`src/rtl/core_array_stream_if.sv`:
```
// Command and readout bus of core_array_stream.
//   opcode/execute/cmd_ready : command input from the sequencer
//   valid_bit/output_bit     : single-bit READ_BIT result
//   out_valid/out_ready/out_data : packed readout word stream
// master = sequencer/consumer side, slave = core_array_stream.
interface core_array_stream_if #(
  parameter int unsigned OUT_WIDTH = 8
) ();
  logic [13:0]          opcode;
  logic                 execute;
  logic                 cmd_ready;
  logic                 valid_bit;
  logic                 output_bit;
  logic                 out_valid;
  logic                 out_ready;
  logic [OUT_WIDTH-1:0] out_data;

  modport master (
    output opcode, execute, out_ready,
    input  cmd_ready, valid_bit, output_bit, out_valid, out_data
  );

  modport slave (
    input  opcode, execute, out_ready,
    output cmd_ready, valid_bit, output_bit, out_valid, out_data
  );
endinterface

```
`src/rtl/core_array_stream.sv`:
```
// core_array_stream: array of NR_CORES cores on a shared opcode bus with
// additive selection masks; accumulator LSBs are read out one bit at a time,
// packed LSB-first into OUT_WIDTH-bit words and queued in a FIFO_DEPTH FIFO.
// Ports:
//   clk   : rising-edge clock
//   rst   : asynchronous active-high reset
//   s_if  : core_array_stream_if.slave (command, bit readout, word stream)

// Minimal processing core: 11-bit accumulator driven by opcodes with
// opcode[13]=1; opcode[12:11] selects LOAD/ADD/XOR of the 11-bit immediate.
// No reset: the accumulator survives array resets.
module core (
  input  logic        clk,
  input  logic        i_execute,
  input  logic [13:0] i_opcode,
  output logic        o_accu_lsb
);
  localparam int unsigned ACC_W = 11;

  logic [ACC_W-1:0] r_accu;
  logic [ACC_W-1:0] w_imm;

  assign w_imm = i_opcode[ACC_W-1:0];

  // Array-level opcodes (opcode[13]=0) are ignored by the core.
  always_ff @(posedge clk) begin
    if (i_execute && i_opcode[13]) begin
      case (i_opcode[12:11])
        2'b00:   r_accu <= w_imm;
        2'b01:   r_accu <= r_accu + w_imm;
        2'b10:   r_accu <= r_accu ^ w_imm;
        default: r_accu <= r_accu;
      endcase
    end
  end

  assign o_accu_lsb = r_accu[0];
endmodule

module core_array_stream #(
  parameter int unsigned NR_CORES   = 4,
  parameter int unsigned OUT_WIDTH  = 8,
  parameter int unsigned FIFO_DEPTH = 4
) (
  input logic             clk,
  input logic             rst,
  core_array_stream_if.slave s_if
);
  localparam int unsigned FILL_W = $clog2(OUT_WIDTH + 1);
  localparam int unsigned PTR_W  = $clog2(FIFO_DEPTH);
  localparam int unsigned CNT_W  = $clog2(FIFO_DEPTH + 1);

  logic [NR_CORES-1:0]  r_mask;
  logic [NR_CORES-1:0]  w_core_exec;
  logic [NR_CORES-1:0]  w_accu_lsb;
  logic [NR_CORES-1:0]  w_sel_oh;

  logic [OUT_WIDTH-1:0] r_pack;
  logic [FILL_W-1:0]    r_fill;
  logic                 r_valid_bit;
  logic                 r_output_bit;

  logic [OUT_WIDTH-1:0] r_mem [FIFO_DEPTH];
  logic [PTR_W-1:0]     r_wr_ptr;
  logic [PTR_W-1:0]     r_rd_ptr;
  logic [CNT_W-1:0]     r_count;

  logic                 w_fifo_full;
  logic                 w_out_valid;
  logic                 w_accept;
  logic                 w_is_arr;
  logic [4:0]           w_idx;
  logic [7:0]           w_code;
  logic                 w_do_sel;
  logic                 w_do_add;
  logic                 w_do_all;
  logic                 w_do_read;
  logic                 w_do_flush;
  logic                 w_bit;
  logic [OUT_WIDTH-1:0] w_pack_set;
  logic [FILL_W-1:0]    w_fill_inc;
  logic                 w_word_done;
  logic                 w_push;
  logic [OUT_WIDTH-1:0] w_push_data;
  logic                 w_pop;

  // Command acceptance and array opcode decode.
  assign w_fifo_full = (r_count == CNT_W'(FIFO_DEPTH));
  assign w_accept    = s_if.execute & ~w_fifo_full;
  assign w_is_arr    = w_accept & ~s_if.opcode[13];
  assign w_idx       = s_if.opcode[12:8];
  assign w_code      = s_if.opcode[7:0];
  assign w_do_sel    = w_is_arr & (w_code == 8'hBF);
  assign w_do_add    = w_is_arr & (w_code == 8'h3F);
  assign w_do_all    = w_is_arr & (w_code == 8'hFF);
  assign w_do_read   = w_is_arr & (w_code == 8'h7F);
  assign w_do_flush  = w_is_arr & (w_code == 8'h5F);

  // Core instances; w_sel_oh is one-hot(idx) and all-zero for idx >= NR_CORES,
  // which covers the out-of-range SELECT, SELECT_ADD and READ_BIT cases.
  for (genvar y = 0; y < NR_CORES; y++) begin : g_core
    assign w_sel_oh[y]    = (w_idx == 5'(y));
    assign w_core_exec[y] = w_accept & r_mask[y];

    core u_core (
      .clk        (clk),
      .i_execute  (w_core_exec[y]),
      .i_opcode   (s_if.opcode),
      .o_accu_lsb (w_accu_lsb[y])
    );
  end

  assign w_bit = |(w_accu_lsb & w_sel_oh);

  // Packer next-state and FIFO push decision.
  assign w_pack_set  = r_pack | (OUT_WIDTH'(w_bit) << r_fill);
  assign w_fill_inc  = r_fill + FILL_W'(1);
  assign w_word_done = (w_fill_inc == FILL_W'(OUT_WIDTH));
  assign w_push      = (w_do_read & w_word_done) | (w_do_flush & (r_fill != '0));
  assign w_push_data = w_do_read ? w_pack_set : r_pack;

  assign w_out_valid = (r_count != '0);
  assign w_pop       = w_out_valid & s_if.out_ready;

  // Selection mask.
  always_ff @(posedge clk or posedge rst) begin
    if (rst) begin
      r_mask <= '1;
    end else if (w_do_sel) begin
      r_mask <= w_sel_oh;
    end else if (w_do_add) begin
      r_mask <= r_mask | w_sel_oh;
    end else if (w_do_all) begin
      r_mask <= '1;
    end
  end

  // Single-bit readout.
  always_ff @(posedge clk or posedge rst) begin
    if (rst) begin
      r_valid_bit  <= 1'b0;
      r_output_bit <= 1'b0;
    end else begin
      r_valid_bit <= w_do_read;
      if (w_do_read) begin
        r_output_bit <= w_bit;
      end
    end
  end

  // Packer: clears whenever its word is pushed.
  always_ff @(posedge clk or posedge rst) begin
    if (rst) begin
      r_pack <= '0;
      r_fill <= '0;
    end else if (w_push) begin
      r_pack <= '0;
      r_fill <= '0;
    end else if (w_do_read) begin
      r_pack <= w_pack_set;
      r_fill <= w_fill_inc;
    end
  end

  // FIFO storage; contents are masked by out_valid so no reset is needed.
  always_ff @(posedge clk) begin
    if (w_push) begin
      r_mem[r_wr_ptr] <= w_push_data;
    end
  end

  // FIFO pointers (power-of-two depth wraps naturally) and occupancy.
  always_ff @(posedge clk or posedge rst) begin
    if (rst) begin
      r_wr_ptr <= '0;
      r_rd_ptr <= '0;
      r_count  <= '0;
    end else begin
      if (w_push) begin
        r_wr_ptr <= r_wr_ptr + PTR_W'(1);
      end
      if (w_pop) begin
        r_rd_ptr <= r_rd_ptr + PTR_W'(1);
      end
      case ({w_push, w_pop})
        2'b10:   r_count <= r_count + CNT_W'(1);
        2'b01:   r_count <= r_count - CNT_W'(1);
        default: r_count <= r_count;
      endcase
    end
  end

  assign s_if.cmd_ready  = ~w_fifo_full;
  assign s_if.valid_bit  = r_valid_bit;
  assign s_if.output_bit = r_output_bit;
  assign s_if.out_valid  = w_out_valid;
  assign s_if.out_data   = w_out_valid ? r_mem[r_rd_ptr] : '0;
endmodule

```
`src/flat_wrapper.sv`:
```
// flat-port wrapper written by rule: the top's interface ports become plain ports
module core_array_stream_flat 
#(
  parameter int unsigned NR_CORES   = 4,
  parameter int unsigned OUT_WIDTH  = 8,
  parameter int unsigned FIFO_DEPTH = 4
)
  (clk, rst, s_if_opcode, s_if_execute, s_if_out_ready, s_if_cmd_ready, s_if_valid_bit, s_if_output_bit, s_if_out_valid, s_if_out_data);
  core_array_stream_if #(.OUT_WIDTH(OUT_WIDTH)) s_if_i ();
  input logic clk;
  input logic rst;
  input wire logic [$bits(s_if_i.opcode)-1:0] s_if_opcode;
  input wire logic [$bits(s_if_i.execute)-1:0] s_if_execute;
  input wire logic [$bits(s_if_i.out_ready)-1:0] s_if_out_ready;
  output wire logic [$bits(s_if_i.cmd_ready)-1:0] s_if_cmd_ready;
  output wire logic [$bits(s_if_i.valid_bit)-1:0] s_if_valid_bit;
  output wire logic [$bits(s_if_i.output_bit)-1:0] s_if_output_bit;
  output wire logic [$bits(s_if_i.out_valid)-1:0] s_if_out_valid;
  output wire logic [$bits(s_if_i.out_data)-1:0] s_if_out_data;
  assign s_if_i.opcode = s_if_opcode;
  assign s_if_i.execute = s_if_execute;
  assign s_if_i.out_ready = s_if_out_ready;
  assign s_if_cmd_ready = s_if_i.cmd_ready;
  assign s_if_valid_bit = s_if_i.valid_bit;
  assign s_if_output_bit = s_if_i.output_bit;
  assign s_if_out_valid = s_if_i.out_valid;
  assign s_if_out_data = s_if_i.out_data;
  core_array_stream #(.NR_CORES(NR_CORES), .OUT_WIDTH(OUT_WIDTH), .FIFO_DEPTH(FIFO_DEPTH)) u_core (.clk(clk), .rst(rst), .s_if(s_if_i));
endmodule
```
`config.mk`:
```
export PLATFORM = sky130hd
export DESIGN_NAME = core_array_stream_flat
export DESIGN_NICKNAME = d
export VERILOG_FILES = /design/src/rtl/core_array_stream_if.sv /design/src/rtl/core_array_stream.sv /design/src/flat_wrapper.sv
export SDC_FILE = /design/constraint.sdc
export NUM_CORES = 1
export LEC_CHECK = 0
export CAP_MARGIN = 10
export CELL_PAD_IN_SITES_DETAIL_PLACEMENT = 1
export CELL_PAD_IN_SITES_GLOBAL_PLACEMENT = 1
export CORE_UTILIZATION = 35
export DETAILED_ROUTE_END_ITERATION = 6
export PLACE_DENSITY_LB_ADDON = 0.1
export SKIP_CTS_REPAIR_TIMING = 1
export SLEW_MARGIN = 0
export SYNTH_ARGS = -nofsm -noshare
export SYNTH_HDL_FRONTEND = slang
export SYNTH_SLANG_ARGS = --single-unit
```
`constraint.sdc`:
```
create_clock -name clk -period 3 [get_ports clk]
set_input_delay 0.3 -clock clk [delete_from_list [all_inputs] [get_ports clk]]
set_output_delay 0.3 -clock clk [all_outputs]
set_load 0.03 [all_outputs]
```
Yosys cells after proc, flatten, opt, wreduce, memory -nomap -nowiden
Memories as Yosys holds them, arrays and structs flattened.
Index checks and enable logic that the tools add are counted.
{ "totals": {"regBits": 69, "wordCells": 93, "n_memories": 1, "out_inout_bits": 12, "ramBits": 32} }
{ "op_classes": {"shift": 1, "n_reduce_logical": 17, "mux": 15, "eq_ne": 14, "n_addsub": 9, "bitwise_logic": 24} }
{ "memory_table": {"columns": ["name", "words", "word_bits", "rd", "rd_ports_with_merged_regs", "write_ports", "line_no", "rtl"], "rows": [
  ["u_core.r_mem", 4, 8, 1, 0, 1, "core_array_stream.sv:63", "logic [OUT_WIDTH-1:0] r_mem [FIFO_DEPTH];"]
]} }
{ "op_table": {"columns": ["cell", "count"], "rows": [
  ["11-bit one-hot mux with 3 select lines", 4],
  ["11-bit adder", 4],
  ["11-bit bitwise XOR", 4],
  ["8-bit two-way mux", 3],
  ["4-bit two-way mux", 5],
  ["8-bit by 7-bit equality test with 1-bit output, second input constant", 2],
  ["8-bit equality test, second input constant", 2],
  ["1-bit AND", 14],
  ["5-bit by 2-bit equality test with 1-bit output, second input constant", 2],
  ["3-bit nonzero test", 3],
  ["8-bit by 6-bit equality test with 1-bit output, second input constant", 1],
  ["8-bit bitwise OR", 1],
  ["2-bit AND reduction", 4],
  ["1-bit by 4-bit << shifter with 8-bit output", 1],
  ["3-bit one-hot mux with 2 select lines", 1],
  ["5-bit by 1-bit equality test with 1-bit output, second input constant", 1],
  ["5-bit zero test", 1],
  ["2-bit by 1-bit adder with 2-bit output, second input constant", 2],
  ["4-bit by 1-bit adder with 4-bit output, second input constant", 1],
  ["4-bit AND", 1],
  ["2-bit by 1-bit equality test with 1-bit output, second input constant", 2],
  ["2-bit equality test, second input constant", 2],
  ["4-bit equality test, second input constant", 1],
  ["1-bit logical AND", 4],
  ["other kinds (11)", 14]
]} }

Longest topological paths before layout
Gate-level depths: netlist of run 1.
{ "logic_depth": {"ltp_word": 9, "depth_mapped": 13} }

Cells and area by module
Synthesis of run 1 repeated with hierarchy kept, for this count alone.
{ "unflattened": {"cells_unflattened": 260, "area_unflattened_um2": 3249.4} }
{ "modules_own_cells": {"columns": ["mod", "area_per_inst_um2", "instances", "cells_each"], "rows": [
  ["core_array_stream", 2813.9, 1, 208],
  ["core", 108.9, 4, 13]
]} }

Worst setup path after synthesis of run 1
No wires, ideal clock.
{ "synth_path": {"kind": "flip-flop to flip-flop", "from": "reg u_core.r_fill[0]", "to": "reg u_core.r_count[2]", "t_required_ps": 2875, "setup_ps": 125, "path_buffers": 1, "stages_incl_launch_ff": 14, "period_less_slack_ps": 2414, "arrival_ps": 2289, "slack_ps": 586, "cell_sequence": "dfrtp_1 -> clkbuf_1 -> inv_1 -> ha_1 -> a211o_1 -> a21boi_0 -> a21oi_1 -> inv_1 -> ha_1 -> inv_1 -> fa_1 -> xor2_1 -> nor2_1 -> xor2_1"} }
{ "synth_between": {"elab_chain_cells": 6, "word_cells_on_any_way": 10, "cone_classes": "add/sub: 1; eq/ne: 3; mux: 1; bitwise: 3; reduce/logical: 2"} }
{ "synth_rtl": {"columns": ["element", "line_no", "rtl"], "rows": [
  ["start, declared", "core_array_stream.sv:59", "logic [FILL_W-1:0] r_fill;"],
  ["start signal, assigned", "core_array_stream.sv:161", "r_fill <= w_fill_inc;"],
  ["4-bit by 1-bit adder with 4-bit output", "core_array_stream.sv:117", "assign w_fill_inc = r_fill + FILL_W'(1);"],
  ["4-bit equality test", "core_array_stream.sv:118", "assign w_word_done = (w_fill_inc == FILL_W'(OUT_WIDTH));"],
  ["1-bit AND", "core_array_stream.sv:119", "assign w_push = (w_do_read & w_word_done) | (w_do_flush & (r_fill != '0));"],
  ["1-bit bitwise OR *", "core_array_stream.sv:119", null],
  ["2-bit by 1-bit equality test with 1-bit output or 2-bit equality test (tied branches)", "core_array_stream.sv:185", "case ({w_push, w_pop})"],
  ["3-bit one-hot mux with 2 select lines or 2-bit nonzero test (tied branches)", null, null],
  ["end signal, assigned", "core_array_stream.sv:186", "2'b10: r_count <= r_count + CNT_W'(1);"],
  ["end signal, assigned", "core_array_stream.sv:187", "2'b01: r_count <= r_count - CNT_W'(1);"],
  ["end signal, assigned", "core_array_stream.sv:188", "default: r_count <= r_count;"],
  ["end, declared", "core_array_stream.sv:66", "logic [CNT_W-1:0] r_count;"]
]} }
Mark *: on every way between the ends. The rest lies on a longest branch, timed or not.
A chain may end at the register's enable or synchronous reset.

Worst setup path after layout of run 1
{ "layout_path": {"from": "reg u_core.r_rd_ptr[0]", "to": "out s_if_out_data[7]"} }
{ "layout_between": {"elab_chain_cells": 2} }
{ "layout_rtl": {"columns": ["element", "line_no", "rtl"], "rows": [
  ["start, declared", "core_array_stream.sv:65", "logic [PTR_W-1:0] r_rd_ptr;"],
  ["start signal, assigned", "core_array_stream.sv:183", "r_rd_ptr <= r_rd_ptr + PTR_W'(1);"],
  ["memory read 4 x 8 bit", null, null],
  ["8-bit two-way mux", "core_array_stream.sv:197", "assign s_if.out_data = w_out_valid ? r_mem[r_rd_ptr] : '0;"],
  ["end, declared", "flat_wrapper.sv:19", "output wire logic [$bits(s_if_i.out_data)-1:0] s_if_out_data;"]
]} }
Every way passes these cells.

==> results of run 1 <==
cell families (layout without fill, tap and decap cells):
family / after synthesis / after routing / share of synthesized area (%)
compound gates: 34 / 34 / 7.79
buf+inv: 29 / 71 / 4.27
xor+xnor: 6 / 6 / 1.78
mux: 11 / 11 / 7.57
simple gates: 85 / 85 / 15.4
flops: 61 / 61 / 57.9
fa+ha+maj: 12 / 12 / 5.33
flip-flops by register name, summed over array words and instances, names as in the netlist:
register	count
u_core.r_mem	32
u_core.r_pack	8
u_core.g_core.u_core.r_accu	4
u_core.r_fill	4
u_core.r_mask	4
u_core.r_count	3
u_core.r_rd_ptr	2
u_core.r_wr_ptr	2
u_core.s_if.output_bit	1
u_core.s_if.valid_bit	1
cell type report:
cell class	instances	area, um2
Timing Repair Buffer	33	320
Multi-Input combinational cell	148	1120
Inverter	22	82.6
Clock buffer	10	128
Tap cell	105	131
Fill cell	873	4640
Clock inverter	6	38.8
Sequential cell	61	1710
worst max-delay path, stage by stage (launching register included):
cell,delay (ns)
dfrtp_1,0.71
mux4_2,0.58
and2_1,0.17
clkdlybuf4s50_1,0.58
layer usage:
layer  track usage, %  up-vias
li1                 -      922
met1             21.3      944
met2             24.3       30
met3             4.29        8
met4             7.31        0
met5                0        -
synthesized netlist by cell type (4+ instances only):
| cell | instances | area share (%) |
|---|---|---|
| dfrtp_1 | 21 | 18 |
| inv_1 | 22 | 2.8 |
| mux4_2 | 9 | 6.9 |
| and2_1 | 21 | 4.4 |
| nand3_1 | 4 | 0.68 |
| edfxtp_1 | 36 | 37 |
| a31oi_1 | 6 | 1.3 |
| nor2_1 | 22 | 2.8 |
| dfstp_2 | 4 | 3.6 |
| a21oi_1 | 7 | 1.2 |
| nand2_1 | 17 | 2.2 |
| ha_1 | 11 | 4.7 |
| o21ai_0 | 7 | 1.2 |
metrics by stage:
stage	hold WS [ns]	power [mW]	cells	setup WS (ns)	util, %
2_1_floorplan	0.324	1.49	238	0.586	-
3_3_place_gp	0.474	1.75	369	0.300	41.2
3_5_place_dp	0.472	1.76	369	0.281	41.2
4_1_cts	0.483	2.39	385	0.248	43.2
5_1_grt	0.526	2.49	385	0.173	43.2
6_report	0.462	2.36	385	0.316	43.2
power groups by stage:
stage               clock, mW  combinational [mW]  sequential, mW
floorplan                   0               0.514           0.976
global placement            0               0.699            1.05
detailed placement          0               0.712            1.05
CTS                     0.647               0.715            1.03
global route            0.679               0.762            1.04
finish                  0.628               0.702            1.03
worst paths after layout:
check,startpoint,to,slack [ns],cells after the start
worst max-delay path,u_core.r_rd_ptr[0],s_if_out_data[7],0.32,3
worst min-delay path,rst,u_core.r_count[0],0.46,2
worst max register to register,u_core.r_fill[0],u_core.r_count[2],0.46,12
worst min register to register,u_core.r_count[2],u_core.r_count[2],0.48,1
max in group asynchronous,rst,u_core.r_mask[2],1.83,3
min in group clk,u_core.r_count[2],u_core.r_count[2],0.48,1
==> flow_summary_export.csv, run 1 <==
group,metric,value,unit
floorplanning,die_w,93.9,um
detailed_routing,ant_nets,0,
detailed_routing,first_pass_iters,4,
power_and_ir_drop,intPower,1.59,mW
finish,syn_to_final_growth,19.4,%
clock_tree,root_buffer,"clkbuf_8",
power_and_ir_drop,power_density,668,nW/um2
logic_synthesis,async_flop_share,41.0,%
clock_tree,h-tree-depth,3,
placed_design,portBuffers,29,
detailed_routing,wl_per_cell,15.9,um
worst_setup_path,critPathKind,"reg -> out",
sta,finalSetupViolCount,0,
grt,grt_antenna_before_repair,0,
clock_tree,cts-buffers-inserted,9,
sta,timing.final.crit_share,89.5,%
finish,antenna_cells,0,
logic_synthesis,synth_cells,238,
clock_tree,tritoncts,"yes",
grt,grt_pass1_wl,10200,um
floorplanning,die_area,8820,um2
min_path,min_path_type,"in -> async",
logic_synthesis,ys.flop_type,"edfxtp_1",
logic_synthesis,synth_cell_types,49,
detailed_routing,routed_via_density,4.95,
placed_design,gp_congestion,0.766,
logic_synthesis,synth_nets,268,
worst_setup_path,critPathRequiredTime,2.70,ns
power_and_ir_drop,clkPwrFrac,26.7,%
sta,max_freq,373,MHz
sta,fin_setup_tns,0,ns
floorplanning,die_y,93.9,um
floorplanning,io_pins,30,
grt,grt.overflow.total,0,
power_and_ir_drop,vdd_drop_max,262,uV
worst_setup_path,crit_fanout,9,
finish,layout.nets,305,
finish,drive_above_1_share,13.6,%
detailed_routing,route.vias.total,1904,
detailed_routing,drc,0,
detailed_routing,highest_layer,"met4",
logic_synthesis,synth_edf_count,36,
worst_setup_path,end_kind,"primary output",
sta,fin_crit,2.68,ns
sta,slew_headroom,38.2,%
floorplanning,initial_utilization,36.2,%
detailed_routing,met1_length,2970,um
sta,maxSlewViolCount,0,
power_and_ir_drop,swShare,32.6,%
clock_tree,clockBufferDepth,2,
grt,grt.total_usage,16.0,%
floorplanning,coreArea,8180,um2
worst_setup_path,start_kind,"register",
detailed_routing,wl_met3,180,um
power_and_ir_drop,switching_power,0.768,mW
clock_tree,clock-sinks,61,
detailed_routing,drt_wl_total,6130,um
logic_synthesis,ys_ff_latch,61,
logic_synthesis,yosys_warnings,0,
floorplanning,rows,33,
finish,layout_common_cells,"edfxtp_1 (36), clkdlybuf4s50_1 (29), inv_1 (22), nor2_1 (22)",
clock_tree,worstSkewPairLatency,0.34,ns
sta,worst_slew_pin_slew,0.925,ns
sta,report.final.hold_viol_count,0,
placed_design,place_area,3360,um2
detailed_routing,dr_wl_met2,2890,um
power_and_ir_drop,power_frac_seq,43.6,%
power_and_ir_drop,leakagePower,1.35,nW
grt,grt_max_degree,23,
grt,grt_pass1_vias,1981,
worst_setup_path,worstPathArrival,2.38,ns
sta,clock_skew,0.0105,ns
placed_design,dp_hpwl,4560,um
sta,rsz0062_at_grt,"no",
finish,fin_area,3530,um2
outcome,status,"complete, no violations",
logic_synthesis,synth_area_per_cell,12.4,um2
detailed_routing,drtIter0Drc,57,
finish,final_common_cell,"edfxtp_1",
flow_run,max_cap_viol_count,0,
logic_synthesis,seq_area_frac_synth,57.9,%
clock_tree,clk_pin_slew,0.07,ns
power_and_ir_drop,comb_power_share,29.8,%
logic_synthesis,syn_area,2960,um2
Power figures use the tool's default switching activity.
==> run 2: changes to the inputs <==
--- a/config.mk
+++ b/config.mk
@@ -15,4 +15,5 @@
 export SLEW_MARGIN = 0
 export SYNTH_ARGS = -nofsm -noshare
 export SYNTH_HDL_FRONTEND = slang
+export SYNTH_HIERARCHICAL = 1
 export SYNTH_SLANG_ARGS = --single-unit
==> flow_summary_export.csv, run 2 <==
group,metric,value,unit
detailed_routing,drt_wl_total,6980,um
worst_setup_path,crit_fanout,8,
sta,fin_setup_tns,0,ns
logic_synthesis,ys.flop_type,"edfxtp_1",
power_and_ir_drop,vdd_drop_max,245,uV
logic_synthesis,syn_area,3250,um2
worst_setup_path,critPathRequiredTime,3.27,ns
floorplanning,coreArea,8850,um2
clock_tree,clock-sinks,61,
sta,fin_crit,2.82,ns
detailed_routing,drc,0,
logic_synthesis,ys_top_cells_by_area,"edfxtp_1 (33%), dfrtp_1 (16%), ha_1 (7.7%)",
flow_run,max_cap_viol_count,0,
grt,grt_max_degree,24,
placed_design,gp_congestion,0.816,
power_and_ir_drop,clkPwrFrac,32.2,%
outcome,status,"complete, no violations",
power_and_ir_drop,switching_power,0.697,mW
finish,final_common_cell,"edfxtp_1",
logic_synthesis,yosysMostFrequentCell,"edfxtp_1",
sta,maxSlewViolCount,0,
detailed_routing,first_pass_iters,6,
floorplanning,rows,34,
power_and_ir_drop,leakagePower,1.57,nW
logic_synthesis,yosys_warnings,6,
finish,layout_common_cells,"edfxtp_1 (36), clkdlybuf4s50_1 (29), inv_1 (23)",
finish,top_regs,"u_core/r_mem x32, u_core/r_pack x8",
sta,timing.final.crit_share,93.9,%
sta,worst_slew_pin_slew,0.982,ns
finish,top_register,"u_core/r_mem",
logic_synthesis,netlist.area_leader.share,33.3,%
logic_synthesis,yosysTopAreaCell,"edfxtp_1",
detailed_routing,routed_via_density,5.07,
min_path,worstHoldStart,"u_core/r_count[2]",
logic_synthesis,synth_cells,260,
power_and_ir_drop,power_density,576,nW/um2
floorplanning,initial_utilization,36.7,%
floorplanning,die_w,98.4,um
grt,grt.overflow.total,0,
sta,whs,0.480,ns
logic_synthesis,synth_nets,299,
finish,layout.nets,346,
sta,report.final.hold_viol_count,0,
logic_synthesis,synth_commonest_cells,"edfxtp_1 (36), inv_1 (23), dfrtp_1 (21)",
grt,grt_antenna_before_repair,0,
worst_setup_path,cp_num_buf_inv,1,
power_and_ir_drop,comb_power_share,24.5,%
grt,grt.total_usage,16.0,%
sta,max_freq,355,MHz
clock_tree,root_buffer,"clkbuf_8",
worst_setup_path,worstPathArrival,3.09,ns
floorplanning,die_area,9670,um2
detailed_routing,drtIter0Drc,38,
clock_tree,worstSkewPairLatency,0.34,ns
floorplanning,io_pins,30,
sta,clock_skew,0.00512,ns
logic_synthesis,async_flop_share,41.0,%
logic_synthesis,seq_area_frac_synth,52.7,%
logic_synthesis,synth_area_per_cell,12.5,um2
power_and_ir_drop,intPower,1.57,mW
clock_tree,clk_pin_slew,0.07,ns
detailed_routing,wl_per_cell,16.6,um
clock_tree,cts-buffers-inserted,9,
grt,grt_pass1_vias,2182,
detailed_routing,ant_nets,0,
power_and_ir_drop,power_frac_seq,43.3,%
logic_synthesis,synth_cell_types,62,
grt,grt_pass1_wl,11700,um
worst_setup_path,crit_family,"compound AO/OA/AOI/OAI gates",
worst_setup_path,critPathKind,"reg -> reg",
power_and_ir_drop,power,2.27,mW
logic_synthesis,synth_edf_count,36,
finish,syn_to_final_growth,21.4,%
logic_synthesis,ys_ff_latch,61,
floorplanning,die_y,98.4,um
placed_design,portBuffers,29,
finish,largest_reg_flops,32,
finish,antenna_cells,0,
worst_setup_path,crit_slowest_cell,"dfrtp_2",
worst_setup_path,end_kind,"register",
sta,finalSetupViolCount,0,
finish,drive_above_1_share,19.6,%
sta,slew_headroom,34.5,%
worst_setup_path,slowest_delay,0.47,ns
worst_setup_path,start_kind,"register",
placed_design,dp_hpwl,5010,um
worst_setup_path,reg2reg_from,"u_core/r_fill[0]",
power_and_ir_drop,swShare,30.7,%
min_path,min_path_type,"reg -> reg",
worst_setup_path,path_cells,"ha_1 -> a21boi_0 -> a21o_1 -> a31o_2 -> a21oi_4 -> nand2b_1 -> ha_1 -> inv_1 -> fa_1 -> xor2_1 -> nor2_1 -> xor2_1",
clock_tree,h-tree-depth,3,
worst_setup_path,startpoint,"u_core/r_fill[0]",
sta,rsz0062_at_grt,"no",
clock_tree,clockBufferDepth,2,
clock_tree,tritoncts,"yes",
detailed_routing,route.vias.total,2131,
==> run 2: changes by cell type after synthesis, sizes merged, moves of 3 or more <==
cell,change
and2,-12
a31o,+9
ha,+9
nor2b,+9
nor3,+6
a31oi,-5
nor2,-5
nand2,-4
nor3b,+4
and3,+3
o21ai,-3
==> run 2: metal layers <==
layer	wire length [um]	GRT usage (%)	vias to the layer above
li1	-	-	1051
met1	3640	22.4	1035
met2	3060	24.5	29
met3	140	2.79	16
met4	144	6.89	0
met5	0	0	-
==> run 2: logic make-up after synthesis <==
logic type	Yosys count	synth area share [%]
AO/OA/AOI/OAI	42	10.1
XOR/XNOR	5	1.35
adder cells (fa/ha/maj)	21	8.32
flip-flops	61	52.7
buffers and inverters	29	3.70
multiplexers	10	6.66
AND/OR/NAND/NOR	92	17.2
==> run 2: layout make-up <==
| type | instances | area [um2] |
|---|---|---|
| fillers | 974 | 4900 |
| flip-flops and latches | 61 | 1710 |
| multi-input cells | 170 | 1430 |
| repair buffers | 42 | 388 |
| well taps | 108 | 135 |
| clock buffers | 9 | 124 |
| inverters | 23 | 86.3 |
| clock inverters | 7 | 73.8 |
==> run 2: path summary, 6_finish.rpt <==
check	cells past startpoint	endpoint	slack (ns)
worst max-delay path	12	u_core/r_count[2]	0.18
min in group asynchronous	2	u_core/r_rd_ptr[0]	0.50
worst min register to register	1	u_core/r_count[2]	0.48
worst max register to register	12	u_core/r_count[2]	0.18
max in group asynchronous	3	u_core/r_mask[3]	1.79
worst min-delay path	1	u_core/r_count[2]	0.48
==> run 2: through the flow <==
stage                     cells  cell area [um2]  util [%]  setup WS (ns)
final                       420             3950      44.6          0.184
after global routing        420             3950      44.6        0.00464
after CTS                   420             3940      44.5          0.114
after detailed placement    404             3740      42.3          0.126
after global placement      404             3740      42.3          0.215
after floorplan             260             3250         -          0.365
==> run 2: power by group through the flow <==
| stage | clock network, mW | registers [mW] | logic (mW) |
|---|---|---|---|
| floorplan | 0 | 0.965 | 0.397 |
| global placement | 0 | 1.00 | 0.554 |
| detailed placement | 0 | 1.00 | 0.566 |
| CTS | 0.755 | 0.984 | 0.567 |
| global route | 0.791 | 0.991 | 0.610 |
| finish | 0.732 | 0.983 | 0.556 |
==> run 2: worst register-to-register path: stages, from the launching register on <==
cell and delay [ns]:
dfrtp_2 0.47, ha_1 0.27, a21boi_0 0.15, a21o_1 0.21, a31o_2 0.31, a21oi_4 0.21, nand2b_1 0.13, ha_1 0.18
inv_1 0.06, fa_1 0.37, xor2_1 0.15, nor2_1 0.11, xor2_1 0.14
==> run 3: changes to the inputs <==
--- a/config.mk
+++ b/config.mk
@@ -8,7 +8,7 @@
 export CAP_MARGIN = 10
 export CELL_PAD_IN_SITES_DETAIL_PLACEMENT = 1
 export CELL_PAD_IN_SITES_GLOBAL_PLACEMENT = 1
-export CORE_UTILIZATION = 35
+export CORE_UTILIZATION = 39
 export DETAILED_ROUTE_END_ITERATION = 6
 export PLACE_DENSITY_LB_ADDON = 0.1
 export SKIP_CTS_REPAIR_TIMING = 1
==> flow_summary_export.csv, run 3 (synthesis gave the netlist of run 2 again) <==
group,metric,value,unit
outcome,status,"complete, no violations",
grt,grt.total_usage,18.7,%
worst_setup_path,crit_family,"simple AND/OR/NAND/NOR gates",
power_and_ir_drop,clkPwrFrac,28.9,%
detailed_routing,ant_nets,0,
detailed_routing,first_pass_iters,4,
grt,grt_antenna_before_repair,0,
power_and_ir_drop,leakagePower,1.54,nW
worst_setup_path,crit_slowest_cell,"dfrtp_1",
finish,antenna_cells,0,
power_and_ir_drop,swShare,31.8,%
finish,top_regs,"u_core/r_mem x32, u_core/r_pack x8",
clock_tree,clk_pin_slew,0.07,ns
power_and_ir_drop,power,2.18,mW
worst_setup_path,path_cells,"buf_4 -> and4b_1 -> and3_1 -> a31o_2 -> a21oi_4 -> nand2b_1 -> ha_1 -> inv_1 -> fa_1 -> xor2_1 -> nor2_1 -> xor2_1",
floorplanning,rows,32,
worst_setup_path,critPathRequiredTime,3.26,ns
detailed_routing,drt_wl_total,7240,um
detailed_routing,routed_via_density,5.17,
worst_setup_path,critPathKind,"reg -> reg",
finish,largest_reg_flops,32,
clock_tree,clockBufferDepth,2,
sta,maxSlewViolCount,0,
clock_tree,h-tree-depth,3,
sta,rsz0062_at_grt,"no",
sta,clock_skew,0.00491,ns
worst_setup_path,slowest_delay,0.41,ns
clock_tree,tritoncts,"yes",
placed_design,place_area,3730,um2
flow_run,max_cap_viol_count,0,
sta,max_freq,361,MHz
finish,syn_to_final_growth,20.3,%
sta,setup_ws,0.229,ns
sta,fin_setup_tns,0,ns
detailed_routing,route.vias.total,2140,
worst_setup_path,cp_common_cell,"xor2_1",
power_and_ir_drop,power_density,557,nW/um2
worst_setup_path,worstPathArrival,3.03,ns
grt,grt_pass1_vias,2360,
worst_setup_path,end_kind,"register",
worst_setup_path,cp_num_buf_inv,2,
min_path,min_path_type,"reg -> reg",
grt,grt_pass1_wl,12100,um
sta,slew_headroom,37.0,%
floorplanning,die_w,93.3,um
detailed_routing,drtIter0Drc,83,
floorplanning,initial_utilization,41.2,%
floorplanning,coreArea,7890,um2
power_and_ir_drop,vdd_drop_max,195,uV
clock_tree,clock-sinks,61,
power_and_ir_drop,intPower,1.49,mW
worst_setup_path,r2r_slack,0.23,ns
detailed_routing,drc,0,
floorplanning,io_pins,30,
grt,grt_max_degree,24,
floorplanning,die_y,93.3,um
placed_design,preCtsSetupSlack,0.168,ns
worst_setup_path,crit_fanout,9,
sta,worst_slew_pin_slew,0.943,ns
sta,finalSetupViolCount,0,
finish,fin_area,3910,um2
placed_design,portBuffers,29,
finish,top_register,"u_core/r_mem",
power_and_ir_drop,comb_power_share,26.0,%
clock_tree,root_buffer,"clkbuf_8",
sta,fin_crit,2.77,ns
clock_tree,worstSkewPairLatency,0.34,ns
worst_setup_path,start_kind,"register",
detailed_routing,wl_per_cell,17.5,um
finish,layout_common_cells,"edfxtp_1 (36), clkdlybuf4s50_1 (29), inv_1 (23)",
sta,timing.final.crit_share,92.4,%
placed_design,dp_hpwl,5170,um
power_and_ir_drop,switching_power,0.691,mW
sta,report.final.hold_viol_count,0,
grt,grt.overflow.total,0,
clock_tree,cts-buffers-inserted,9,
placed_design,gp_congestion,0.775,
finish,drive_above_1_share,18.6,%
finish,final_common_cell,"edfxtp_1",
power_and_ir_drop,power_frac_seq,45.2,%
finish,layout.nets,346,
floorplanning,die_area,8700,um2
-- run 3: path summary, 6_finish.rpt --
| check | startpoint | to | cells after the start |
|---|---|---|---|
| min in group asynchronous | rst | u_core/r_rd_ptr[1] | 2 |
| min reg2reg | u_core/r_mask[0] | u_core/r_mask[0] | 2 |
| max reg2reg | u_core/r_fill[0] | u_core/r_count[2] | 12 |
| max in group asynchronous | rst | u_core/r_mask[1] | 3 |
| max | u_core/r_fill[0] | u_core/r_count[2] | 12 |
| min | u_core/r_mask[0] | u_core/r_mask[0] | 2 |
-- run 3: stage by stage --
stage	std cells	hold WS, ns	util, %
floorplan	260	0.324	-
global placement	398	0.460	47.3
detailed placement	398	0.461	47.3
CTS	414	0.472	49.4
global route	414	0.495	49.5
finish	414	0.469	49.5
-- run 3: metal layers --
metal | track usage (%) | share of wire (%) | wire (um) | vias to the layer above
li1 | - | - | - | 1048
met1 | 25.2 | 49 | 3580 | 1055
met2 | 29.7 | 47 | 3380 | 28
met3 | 3.74 | 2.3 | 167 | 9
met4 | 7.31 | 1.5 | 108 | 0
met5 | 0 | 0 | 0 | -
-- run 3: area by class of cell --
class / count / area [um2]
clock buffer: 10 / 128
clock inverter: 6 / 38.8
fill: 831 / 3980
inverter: 23 / 86.3
multi-input combinational: 170 / 1430
sequential: 61 / 1710
tap: 102 / 128
timing repair buffer: 42 / 388
-- run 3: power groups by stage --
stage	clock, mW	combinational (mW)	sequential, mW
finish	0.629	0.565	0.983
CTS	0.648	0.576	0.987
detailed placement	0	0.577	1.00
floorplan	0	0.397	0.965
global placement	0	0.553	1.00
global route	0.676	0.620	0.993
-- run 3: tightest hold or removal path, delay by kind of cell, from the launching register on --
family	cells	cell delay, ns
buffers and inverters	1	0.04
AO/OA/AOI/OAI	1	0.05
flip-flops	1	0.37
==> edit (config.mk and constraints of run 1) <==
Make the reset (`rst`) synchronous in 4 clocked blocks. Comments in the files are not updated.
--- a/src/rtl/core_array_stream.sv
+++ b/src/rtl/core_array_stream.sv
@@ -124,5 +124,5 @@
 
   // Selection mask.
-  always_ff @(posedge clk or posedge rst) begin
+  always_ff @(posedge clk) begin
     if (rst) begin
       r_mask <= '1;
@@ -137,5 +137,5 @@
 
   // Single-bit readout.
-  always_ff @(posedge clk or posedge rst) begin
+  always_ff @(posedge clk) begin
     if (rst) begin
       r_valid_bit  <= 1'b0;
@@ -150,5 +150,5 @@
 
   // Packer: clears whenever its word is pushed.
-  always_ff @(posedge clk or posedge rst) begin
+  always_ff @(posedge clk) begin
     if (rst) begin
       r_pack <= '0;
@@ -171,5 +171,5 @@
 
   // FIFO pointers (power-of-two depth wraps naturally) and occupancy.
-  always_ff @(posedge clk or posedge rst) begin
+  always_ff @(posedge clk) begin
     if (rst) begin
       r_wr_ptr <= '0;
Behaviour: not the same (a bounded check fails within 4 cycles, from zero or initial values and one cycle with rst high).
==> edit against run 1 <==
- sequential cell count grew 2
- critical endpoint is now u_core.r_count[2]
- design area grew 2.3%
- via count is 0.32% higher
- final cell count up 1.3%
- first-iteration DRC count up 44%
- worst setup slack worse by 7.3 ps
- highest routed layer unchanged
- area after synthesis grew 2.1%
- register-to-register slack lost 150 ps
- wire length is 2.1% lower
Power is not compared: it rests on default switching activity, and its combinational part moved more than twofold at a synthesized area within 25%.
==> edit: results (changes against run 1) <==
status:
  outcome: "complete, no violations"
global_route:
  use_met3: 0.0491  # +0.00623
  grt_max_degree: 13  # -43%
  grt_pass1_vias: 1878  # -5.2%
  grt_pass1_wl_um: 9790  # -3.6%
  global_route.usage.total: 0.152  # -0.00789
  met1_usage: 0.190  # -0.0228
  grtUsageMet2: 0.244  # +0.00130
worst_setup_path:
  crit_slowest_cell: "dfxtp_1"
  reg2reg_slack_ps: 310  # -150 ps
  critPathTopFamily: "adder cells"
  worstSetupPathType: "reg -> reg"
  worst_r2r_endpoint: "u_core.r_count[2]"
  max_stage_delay_ps: 460  # -250 ps
  path_max_fanout: 7  # -2
  arrival_ps: 2960  # +580 ps
drt:
  wl_met3_um: 173  # -3.9%
  wl_um: 6000  # -2.1%
  viasPerCell: 4.90  # -0.97%
  wire_per_inst_um: 15.4  # -3.4%
  first_iter_violations: 82  # +44%
logic_synthesis:
  avgSynthCellArea_um2: 12.4  # about the same
  synth_compound_area_frac: 0.0767  # -0.00117
  synth_top_area_share: 0.358  # -0.00743
  synthAdderAreaFrac: 0.0522  # -0.00108
  synthMuxAreaShare: 0.0755  # -0.000295
  ys_types: 46  # -6.1%
  synth_xor_xnor_area_share: 0.0203  # +0.00254
  synthArstFlopShare: 0  # -0.410
  ys_seq_area_frac: 0.537  # -0.0416
  synth.area.top_cells: "edfxtp_1 (36%), dfxtp_1 (18%), mux4_2 (6.7%)"
  synth_fp_nets: 273  # +1.9%
  synthTopCellsByCount: "edfxtp_1 (36), dfxtp_1 (27), nor2_1 (24)"
sta:
  max_slew_margin: 0.573  # +0.191
  hold_slack_ps: 512  # +50.4 ps
  fin_crit_sh: 0.897  # +0.00242
  fin_skew_ps: 7.11  # -3.42 ps
placement:
  placed_area_mm2: 0.00342  # +1.7%
  place_congestion: 0.823  # +7.4%
  dp_hpwl_um: 4520  # -0.80%
  placed_cells: 374  # +1.4%
  pre_cts_ws_ps: 159  # -122 ps
layout:
  drive_gt1_frac: 0.189  # +0.0538
  fillers: 907  # +3.9%
  nets: 310  # +1.6%
worst_hold_path:
  min_path_type: "reg -> reg"
power_and_ir_drop:
  leakage_nw: 1.23
  power_frac_comb: 0.042
clock_tree:
  cts_tree: "yes"
==> edit: changes by cell type after synthesis, moves of 6 or more <==
| cell | change |
|---|---|
| a31oi_1 | -6 |
| dfrtp_1 | -21 |
| dfxtp_1 | +27 |
| inv_1 | -10 |
| nor2b_4 | +7 |
==> edit: area by class of cell <==
cell class                      count  area [um2]  area share
Clock buffer                       10         128      0.0353
Tap cell                          105         131      0.0364
Clock inverter                      6        61.3      0.0170
Timing Repair Buffer               33         320      0.0887
Sequential cell                    63        1620       0.449
Multi-Input combinational cell    161        1310       0.361
Inverter                           12        45.0      0.0125
==> edit: worst reg2reg max path: cells and delay by family (launching register included) <==
kind | cells | cell delay (ps)
AND/OR/NAND/NOR | 3 | 500
flip-flops | 1 | 460
adder cells (fa/ha/maj) | 3 | 780
buffers and inverters | 2 | 130
XOR/XNOR | 1 | 160
AO/OA/AOI/OAI | 3 | 600
